## src/rtl/mem_access_unit_pkg.sv

```systemverilog
// Shared definitions for the load/store unit and the data RAM: access-size
// encodings, FSM state encoding and the alignment check.
package mem_access_unit_pkg;

    localparam logic [1:0] MODE_BYTE = 2'b00;
    localparam logic [1:0] MODE_HALF = 2'b01;
    localparam logic [1:0] MODE_WORD = 2'b10;
    localparam logic [1:0] MODE_RSVD = 2'b11;

    typedef enum logic [1:0] {
        StIdle   = 2'b00,
        StAccess = 2'b01,
        StResp   = 2'b10
    } state_e;

    // Reserved size counts as an error alongside real misalignment.
    function automatic logic is_misaligned(input logic [1:0] size, input logic [1:0] addr_lo);
        logic bad;
        case (size)
            MODE_BYTE: bad = 1'b0;
            MODE_HALF: bad = addr_lo[0];
            MODE_WORD: bad = (addr_lo != 2'b00);
            default:   bad = 1'b1;
        endcase
        return bad;
    endfunction

endpackage

```

## src/rtl/mem_access_unit_if.sv

```systemverilog
// Request/response handshake bundle between the CPU datapath (master) and
// the load/store unit (slave).
interface mem_access_unit_if #(
    parameter int unsigned ADDR_WIDTH = 12
);
    logic                  req_valid;
    logic                  req_ready;
    logic                  req_we;
    logic [1:0]            req_size;
    logic                  req_unsigned;
    logic [ADDR_WIDTH-1:0] req_addr;
    logic [31:0]           req_wdata;
    logic                  rsp_valid;
    logic                  rsp_ready;
    logic [31:0]           rsp_rdata;
    logic                  rsp_err;

    modport master (
        output req_valid, req_we, req_size, req_unsigned, req_addr, req_wdata, rsp_ready,
        input  req_ready, rsp_valid, rsp_rdata, rsp_err
    );

    modport slave (
        input  req_valid, req_we, req_size, req_unsigned, req_addr, req_wdata, rsp_ready,
        output req_ready, rsp_valid, rsp_rdata, rsp_err
    );

endinterface

```

## src/rtl/mem_access_unit_load_extend.sv

```systemverilog
// Picks the addressed byte/halfword out of a RAM word and sign- or
// zero-extends it to 32 bits; word loads pass straight through.
module mem_access_unit_load_extend
    import mem_access_unit_pkg::*;
(
    input  logic [31:0] word,
    input  logic [1:0]  addr_lo,
    input  logic [1:0]  size,
    input  logic        is_unsigned,
    output logic [31:0] data
);

    logic [31:0] shifted;
    logic [7:0]  lane_b;
    logic [15:0] lane_h;

    assign shifted = word >> {addr_lo, 3'b000};
    assign lane_b  = shifted[7:0];
    assign lane_h  = addr_lo[1] ? word[31:16] : word[15:0];

    always_comb begin
        data = word;
        case (size)
            MODE_BYTE: data = {{24{~is_unsigned & lane_b[7]}}, lane_b};
            MODE_HALF: data = {{16{~is_unsigned & lane_h[15]}}, lane_h};
            default:   data = word;
        endcase
    end

endmodule

```

## src/rtl/mem_access_unit.sv

```systemverilog
// Non-pipelined load/store initiator: accepts one request, checks alignment,
// drives a single RAM access cycle and returns a registered response.
module mem_access_unit
    import mem_access_unit_pkg::*;
#(
    parameter int unsigned ADDR_WIDTH = 12
) (
    input  logic                  clk,
    input  logic                  clr,
    mem_access_unit_if.slave      bus,
    output logic [ADDR_WIDTH-1:0] ram_Addr,
    output logic [31:0]           ram_Data_input,
    output logic [1:0]            ram_Mode,
    output logic                  ram_str,
    output logic                  ram_sel,
    output logic                  ram_ld,
    input  logic [31:0]           ram_Data_output
);

    state_e                state_q, state_d;
    logic                  we_q;
    logic [1:0]            size_q;
    logic                  uns_q;
    logic [ADDR_WIDTH-1:0] addr_q;
    logic [31:0]           wdata_q;
    logic [31:0]           rdata_q, rdata_d;
    logic                  err_q, err_d;
    logic [31:0]           ext_data;
    logic                  req_err;
    logic                  accept;

    assign req_err = is_misaligned(bus.req_size, bus.req_addr[1:0]);
    assign accept  = (state_q == StIdle) && bus.req_valid;

    mem_access_unit_load_extend u_load_extend (
        .word        (ram_Data_output),
        .addr_lo     (addr_q[1:0]),
        .size        (size_q),
        .is_unsigned (uns_q),
        .data        (ext_data)
    );

    always_comb begin
        state_d = state_q;
        rdata_d = rdata_q;
        err_d   = err_q;
        case (state_q)
            StIdle: begin
                if (bus.req_valid) begin
                    if (req_err) begin
                        state_d = StResp;
                        err_d   = 1'b1;
                        rdata_d = 32'h0;
                    end else begin
                        state_d = StAccess;
                    end
                end
            end
            StAccess: begin
                state_d = StResp;
                err_d   = 1'b0;
                rdata_d = we_q ? 32'h0 : ext_data;
            end
            StResp: begin
                if (bus.rsp_ready) state_d = StIdle;
            end
            default: state_d = StIdle;
        endcase
    end

    always_ff @(posedge clk) begin
        if (clr) begin
            state_q <= StIdle;
            rdata_q <= 32'h0;
            err_q   <= 1'b0;
            we_q    <= 1'b0;
            size_q  <= MODE_WORD;
            uns_q   <= 1'b0;
            addr_q  <= '0;
            wdata_q <= 32'h0;
        end else begin
            state_q <= state_d;
            rdata_q <= rdata_d;
            err_q   <= err_d;
            if (accept) begin
                we_q    <= bus.req_we;
                size_q  <= bus.req_size;
                uns_q   <= bus.req_unsigned;
                addr_q  <= bus.req_addr;
                wdata_q <= bus.req_wdata;
            end
        end
    end

    // Loads always fetch the whole word; lane selection happens locally.
    always_comb begin
        ram_sel        = 1'b0;
        ram_str        = 1'b0;
        ram_Mode       = MODE_WORD;
        ram_Addr       = '0;
        ram_Data_input = 32'h0;
        if (state_q == StAccess) begin
            ram_sel  = 1'b1;
            ram_Addr = addr_q;
            if (we_q) begin
                ram_Mode       = size_q;
                ram_str        = ~clr;
                ram_Data_input = wdata_q;
            end
        end
    end

    assign ram_ld        = 1'b1;
    assign bus.req_ready = (state_q == StIdle);
    assign bus.rsp_valid = (state_q == StResp);
    assign bus.rsp_rdata = rdata_q;
    assign bus.rsp_err   = err_q;

endmodule

```

## src/flat_wrapper.sv

```systemverilog
// flat-port wrapper written by rule: the top's interface ports become plain ports
module mem_access_unit_flat import mem_access_unit_pkg::*;
#(
    parameter int unsigned ADDR_WIDTH = 12
)
  (clk, clr, ram_Addr, ram_Data_input, ram_Mode, ram_str, ram_sel, ram_ld, ram_Data_output, bus_req_valid, bus_req_we, bus_req_size, bus_req_unsigned, bus_req_addr, bus_req_wdata, bus_rsp_ready, bus_req_ready, bus_rsp_valid, bus_rsp_rdata, bus_rsp_err);
  mem_access_unit_if #(.ADDR_WIDTH(ADDR_WIDTH)) bus_i ();
  input  logic clk;
  input  logic clr;
  output logic [ADDR_WIDTH-1:0] ram_Addr;
  output logic [31:0] ram_Data_input;
  output logic [1:0] ram_Mode;
  output logic ram_str;
  output logic ram_sel;
  output logic ram_ld;
  input  logic [31:0] ram_Data_output;
  input wire logic [$bits(bus_i.req_valid)-1:0] bus_req_valid;
  input wire logic [$bits(bus_i.req_we)-1:0] bus_req_we;
  input wire logic [$bits(bus_i.req_size)-1:0] bus_req_size;
  input wire logic [$bits(bus_i.req_unsigned)-1:0] bus_req_unsigned;
  input wire logic [$bits(bus_i.req_addr)-1:0] bus_req_addr;
  input wire logic [$bits(bus_i.req_wdata)-1:0] bus_req_wdata;
  input wire logic [$bits(bus_i.rsp_ready)-1:0] bus_rsp_ready;
  output wire logic [$bits(bus_i.req_ready)-1:0] bus_req_ready;
  output wire logic [$bits(bus_i.rsp_valid)-1:0] bus_rsp_valid;
  output wire logic [$bits(bus_i.rsp_rdata)-1:0] bus_rsp_rdata;
  output wire logic [$bits(bus_i.rsp_err)-1:0] bus_rsp_err;
  assign bus_i.req_valid = bus_req_valid;
  assign bus_i.req_we = bus_req_we;
  assign bus_i.req_size = bus_req_size;
  assign bus_i.req_unsigned = bus_req_unsigned;
  assign bus_i.req_addr = bus_req_addr;
  assign bus_i.req_wdata = bus_req_wdata;
  assign bus_i.rsp_ready = bus_rsp_ready;
  assign bus_req_ready = bus_i.req_ready;
  assign bus_rsp_valid = bus_i.rsp_valid;
  assign bus_rsp_rdata = bus_i.rsp_rdata;
  assign bus_rsp_err = bus_i.rsp_err;
  mem_access_unit #(.ADDR_WIDTH(ADDR_WIDTH)) u_core (.clk(clk), .clr(clr), .bus(bus_i), .ram_Addr(ram_Addr), .ram_Data_input(ram_Data_input), .ram_Mode(ram_Mode), .ram_str(ram_str), .ram_sel(ram_sel), .ram_ld(ram_ld), .ram_Data_output(ram_Data_output));
endmodule
```

## config.mk

```make
export PLATFORM = sky130hd
export DESIGN_NAME = mem_access_unit_flat
export DESIGN_NICKNAME = d
export VERILOG_FILES = /design/src/rtl/mem_access_unit_pkg.sv /design/src/rtl/mem_access_unit_if.sv /design/src/rtl/mem_access_unit_load_extend.sv /design/src/rtl/mem_access_unit.sv /design/src/flat_wrapper.sv
export SDC_FILE = /design/constraint.sdc
export NUM_CORES = 1
export LEC_CHECK = 0
export CAP_MARGIN = 20
export CORE_MARGIN = 8
export CORE_UTILIZATION = 30
export CTS_BUF_LIST = sky130_fd_sc_hd__clkbuf_8
export DETAILED_ROUTE_END_ITERATION = 10
export PLACE_DENSITY = 0.57
export SETUP_SLACK_MARGIN = 0.3
export SLEW_MARGIN = 20
export SYNTH_ARGS = -nofsm -noshare
export SYNTH_HDL_FRONTEND = slang
export SYNTH_SLANG_ARGS = --single-unit
```

## constraint.sdc

```tcl
create_clock -name clk -period 4.1 [get_ports clk]
set_clock_uncertainty 0.15 [all_clocks]
set_input_delay 0.82 -clock clk [delete_from_list [all_inputs] [get_ports clk]]
set_output_delay 0.82 -clock clk [all_outputs]
set_load 0.005 [all_outputs]
```

* After elaboration in Yosys (flattened, before gate mapping) *
Cells that the tools add are included.

word-level totals
  bits of input ports = 84
  output and inout bits = 84
  bits in registers = 83
  bits in writable memories = 0
  bits in read-only memories = 0
  latch bits = 0
  word-level logic and storage cells = 51
  memories kept = 0

cells by class
  shift operators = 1
  bitwise operators = 4
  equality and inequality tests = 8
  order comparisons = 0
  reduce and logical (&&, ||, !) cells = 8
  add/subtract/negate cells = 0
  $mul = 0
  mux-type cells = 22
  div/mod/pow operators = 0

operators with widths
  cell                number
  $mux 32             5
  $pmux 32 s2         2
  $shr 32x5->8        1
  $mux 16             1
  $mux 12             1
  $mux 2              5
  $eq 2x1->1 const B  3
  $logic_not 2->1     3
  $pmux 2 s3          1
  $mux 1              5
  $eq 2x2->1 const B  2
  $ne 2x2->1 const B  2
  $reduce_bool 2->1   2
  $pmux 1 s3          1
  $reduce_and 3->1    1
  $and 1x1->1         2
  $ne 2x1->1 const B  1
  $not 1->1           2
  $pmux 1 s2          1
  $reduce_and 2->1    1
  $logic_and 1x1->1   1

* Depth between registers and ports, before layout *
  depth in word-level cells = 5
  depth in mapped cells = 6
  mapped depth without buffers = 4

* Hierarchy *
From an unflattened synthesis, not the netlist that was laid out.

unflattened totals
  cell total of the unflattened synthesis = 449
  area, all modules = 3886.2 um^2

by module, submodules not included
  module                       instances  area each (um^2)  seq. area each (um^2)  cells an instance
  mem_access_unit              1          3176.8            1661.6                 356
  mem_access_unit_load_extend  1          709.4             0.0                    93

* Least setup slack after synthesis *
No wires, ideal clock.

  kind = input-to-output
  start point = input port clr
  end point = output port ram_str
  data arrival time = 1.262 ns
  buffers on the path = 1
  stages on the path = 2
  data required time = 3.130 ns
  slack = 1.868 ns
  path through = clkbuf_1 > nor2b_1

between the ends
  longest elaborated chain between the ends = 3

ends and longest elaborated chain
  item             RTL line                text
  start, declared  flat_wrapper.sv:9       input logic clr;
  $not 1->1        mem_access_unit.sv:107  ram_str = ~clr;
  $mux 1           mem_access_unit.sv:105  if (we_q) begin
  $mux 1           mem_access_unit.sv:102  if (state_q == StAccess) begin
  end, declared    flat_wrapper.sv:13      output logic ram_str;

No other way between the ends.

* Final worst setup path *
  start point = register u_core.state_q[0]
  end point = output port ram_Addr[3]

between the ends
  longest elaborated chain between the ends = 2

ends and longest elaborated chain
  item                    RTL line                text
  start, declared         mem_access_unit.sv:20   state_e state_q, state_d;
  start signal, assigned  mem_access_unit.sv:73   state_q <= StIdle;
  start signal, assigned  mem_access_unit.sv:82   state_q <= state_d;
  $eq 2x1->1              mem_access_unit.sv:102
  $mux 12                 mem_access_unit.sv:102
  end, declared           flat_wrapper.sv:10      output logic [ADDR_WIDTH-1:0] ram_Addr;

No other way between the ends.

==> impl_metrics.csv <==
group,metric,value,unit
power,power_switching,494,uW
detailed_routing,finalWirelength,13.6,mm
setup_path,crit_required,3.13,ns
setup_path,reg2reg_slack,1.45,ns
yosys,ys_ff_latch,83,
timing,fin_crit,3.38,ns
timing,slew_headroom,33.4,%
finish,seqCellArea,0.00166,sq mm
yosys,synth_edf_count,0,
power,sw_frac_of_total,27.8,%
finish,final_core_util,45.7,%
run,drv_cap,0,
setup_path,critPathLaunchType,"flop",
detailed_routing,drt-vias-per-instance,4.74,
finish,area_growth,49.3,%
timing,drv_slew,0,
power,p_int,1280,uW
finish,final_cell_mix,"clkdlybuf4s50_1, nand2_1, dfxtp_1",
yosys,synthArstFlopShare,0,%
timing,tns,0,ns
timing,tightest_slew,0.996,ns
cts,post_cts_buffers,0,
global_route,grt_max_degree,51,
finish,n_antenna_cell,0,
detailed_routing,drt_iter0_markers,166,
floorplan,die_x,129,um
power,peakVddDrop,0.000149,V
finish,multi_input_area,0.00198,sq mm
global_route,antenna_found_initial,0,
floorplan,die_h,129,um
global_route,grt-ovfl-total,0,
global_route,grt_pass1_vias,3903,
yosys,ys_seq_area_share,43.2,%
floorplan,rows,41,
yosys,avgSynthCellArea,7.98,sq um
setup_path,r2r_end,"u_core.bus.rsp_rdata[31]$_SDFFE_PP0P_",
cts,root_buffer,"clkbuf_8",
finish,nets,709,
timing,rsz0062_at_grt,"no",
power,power_density,310,mW/mm^2
floorplan,core-area,0.0126,sq mm
global_route,grt_pass1_wl,21.1,mm
cts,clkTransAtPathRegs,0.08,ns
min_path,min_to,"u_core.bus.rsp_rdata[4]$_SDFFE_PP0P_",
detailed_routing,dr.pass1.iters,4,
finish,fillCellCount,1265,
min_path,hold_depth,2,
detailed_routing,routedWlPerCell,17.0,um
cts,insertion_delay,0.37,ns
min_path,hp-class,"flop to flop",
timing,fin_crit_sh,82.6,%
cts,holdBufCountCts,0,
setup_path,worstPathMaxFanout,44,
cts,numCtsBuffers,9,
cts,cts_max_level,3,
timing,fmax,0.295,GHz
setup_path,worstSetupPathType,"flop to output pin",
cts,clock_path_buffers,2,
place,gp_congestion,0.753,
cts,cts.sinks,83,
yosys,yosys_most_used_dff,"dfxtp_1",
floorplan,io_pins,168,
detailed_routing,drtAntennaViolNets,0,
setup_path,r2r_cells,4,
yosys,synth_cells,482,
timing,finalHoldViolCount,0,
floorplan,dieArea,0.0167,sq mm
place,placed_cells,785,
place,hpwlAfterDp,9.65,mm
floorplan,start_util,30.6,%
min_path,min_from,"u_core.bus.rsp_rdata[4]$_SDFFE_PP0P_",
place,io_buffers,166,
cts,cts_resized,0,
detailed_routing,vias,3788,
yosys,synth_warnings,0,
finish,mostFrequentLayoutCell,"clkdlybuf4s50_1",
yosys,synth.distinct_cells,34,
power,comb_power_share,18.6,%
timing,setup_viol,0,
detailed_routing,drc,0,
finish,stdcell_count,799,
setup_path,cp-end-kind,"output pin",
global_route,grt_util_all_layers,16.2,%
yosys,syn-num-nets,566,
finish,layout-drive-gt1-share,7.50,%
power,p_seq_share,49.8,%
yosys,syn-cell-area,0.00385,sq mm
setup_path,r2r-start,"u_core.state_q[0]$_SDFFE_PP0P_",
power,p_leak,0.00224,uW
power,power_frac_clock,31.6,%
setup_path,worstPathArrival,2.41,ns
timing,holdWs,0.299,ns
cts,cts_tree,"done",
run_status,status,"finished, final reports clean",
worst max-delay path, stage by stage (launching register included):
cell             delay, ns
dfxtp_1               0.39
nor2b_4               0.74
buf_4                 0.28
and2_1                0.14
clkdlybuf4s50_1       0.50
how the worst max path moves through the flow:
stage | start | endpoint | slack (ns) | depth (start not counted)
floorplan | clr | ram_str | 1.87 | 2
global placement | u_core.state_q[0]$_SDFFE_PP0P_ | ram_Addr[1] | 1.15 | 4
detailed placement | u_core.state_q[0]$_SDFFE_PP0P_ | ram_Addr[3] | 1.09 | 4
CTS | u_core.state_q[0]$_SDFFE_PP0P_ | ram_Addr[3] | 0.67 | 4
global route | u_core.state_q[0]$_SDFFE_PP0P_ | ram_str | 0.54 | 4
finish | u_core.state_q[0]$_SDFFE_PP0P_ | ram_Addr[3] | 0.72 | 4
power by group through the flow:
stage	clock network, uW	registers [uW]	logic (uW)
global placement	0	903	328
CTS	584	886	334
floorplan	0	888	188
detailed placement	0	905	333
global route	624	893	364
finish	562	886	331
synthesized netlist by cell type (2+ instances only):
cell	instances	share of area [%]
o21ai_0	23	3.0
a21oi_1	73	9.5
dfxtp_1	83	43
nor2b_1	11	1.8
o21ai_2	10	2.3
clkbuf_1	27	2.6
inv_1	2	0.20
o21ai_1	7	0.91
buf_1	2	0.20
nor2_1	4	0.39
mux2i_1	8	2.1
and2_1	14	2.3
o31ai_1	2	0.39
nand2b_1	16	2.6
buf_2	6	0.78
a32o_1	8	2.1
mux2_2	9	2.6
nand2_1	125	12
and3_1	33	5.4
buf_6	5	1.5
cells by family (layout without fill, tap and decap cells):
family / after synthesis / after routing / synth area share, %
other cells: 1 / 1 / 0.0975
flops: 83 / 83 / 43.2
mux: 17 / 17 / 4.72
compound gates: 128 / 128 / 20.0
simple gates: 210 / 210 / 26.5
buf+inv: 43 / 188 / 5.47
final cells by class:
| cell class | count | share of cell area, % |
|---|---|---|
| Multi-Input combinational cell | 356 | 34.5 |
| Timing Repair Buffer | 173 | 29.8 |
| Sequential cell | 83 | 28.9 |
| Tap cell | 172 | 3.75 |
| Clock buffer | 9 | 2.16 |
| Clock inverter | 4 | 0.806 |
| Inverter | 2 | 0.131 |
sequential cells by signal, summed over array words and instances (netlist names):
signal and cells:
u_core.addr_q 12, u_core.bus.rsp_err 1, u_core.bus.rsp_rdata 32, u_core.size_q 2, u_core.state_q 2, u_core.uns_q 1, u_core.wdata_q 32, u_core.we_q 1
metal layers:
metal / vias to the layer above / routed length (um) / track usage (%)
met5: - / 0 / 0
met4: 0 / 221 / 6.15
met3: 14 / 1700 / 8.75
met2: 137 / 5960 / 24.8
met1: 1735 / 5710 / 18.7
li1: 1902 / - / -
through the flow:
step | cell area [sq um] | setup WS (ns) | total power, uW
6_report | 5740 | 0.715 | 1780
5_1_grt | 5740 | 0.538 | 1880
4_1_cts | 5730 | 0.665 | 1800
3_5_place_dp | 5560 | 1.09 | 1240
3_3_place_gp | 5560 | 1.15 | 1230
2_1_floorplan | 3850 | 1.87 | 1080
No activity file was read; power rests on OpenSTA's default activity.
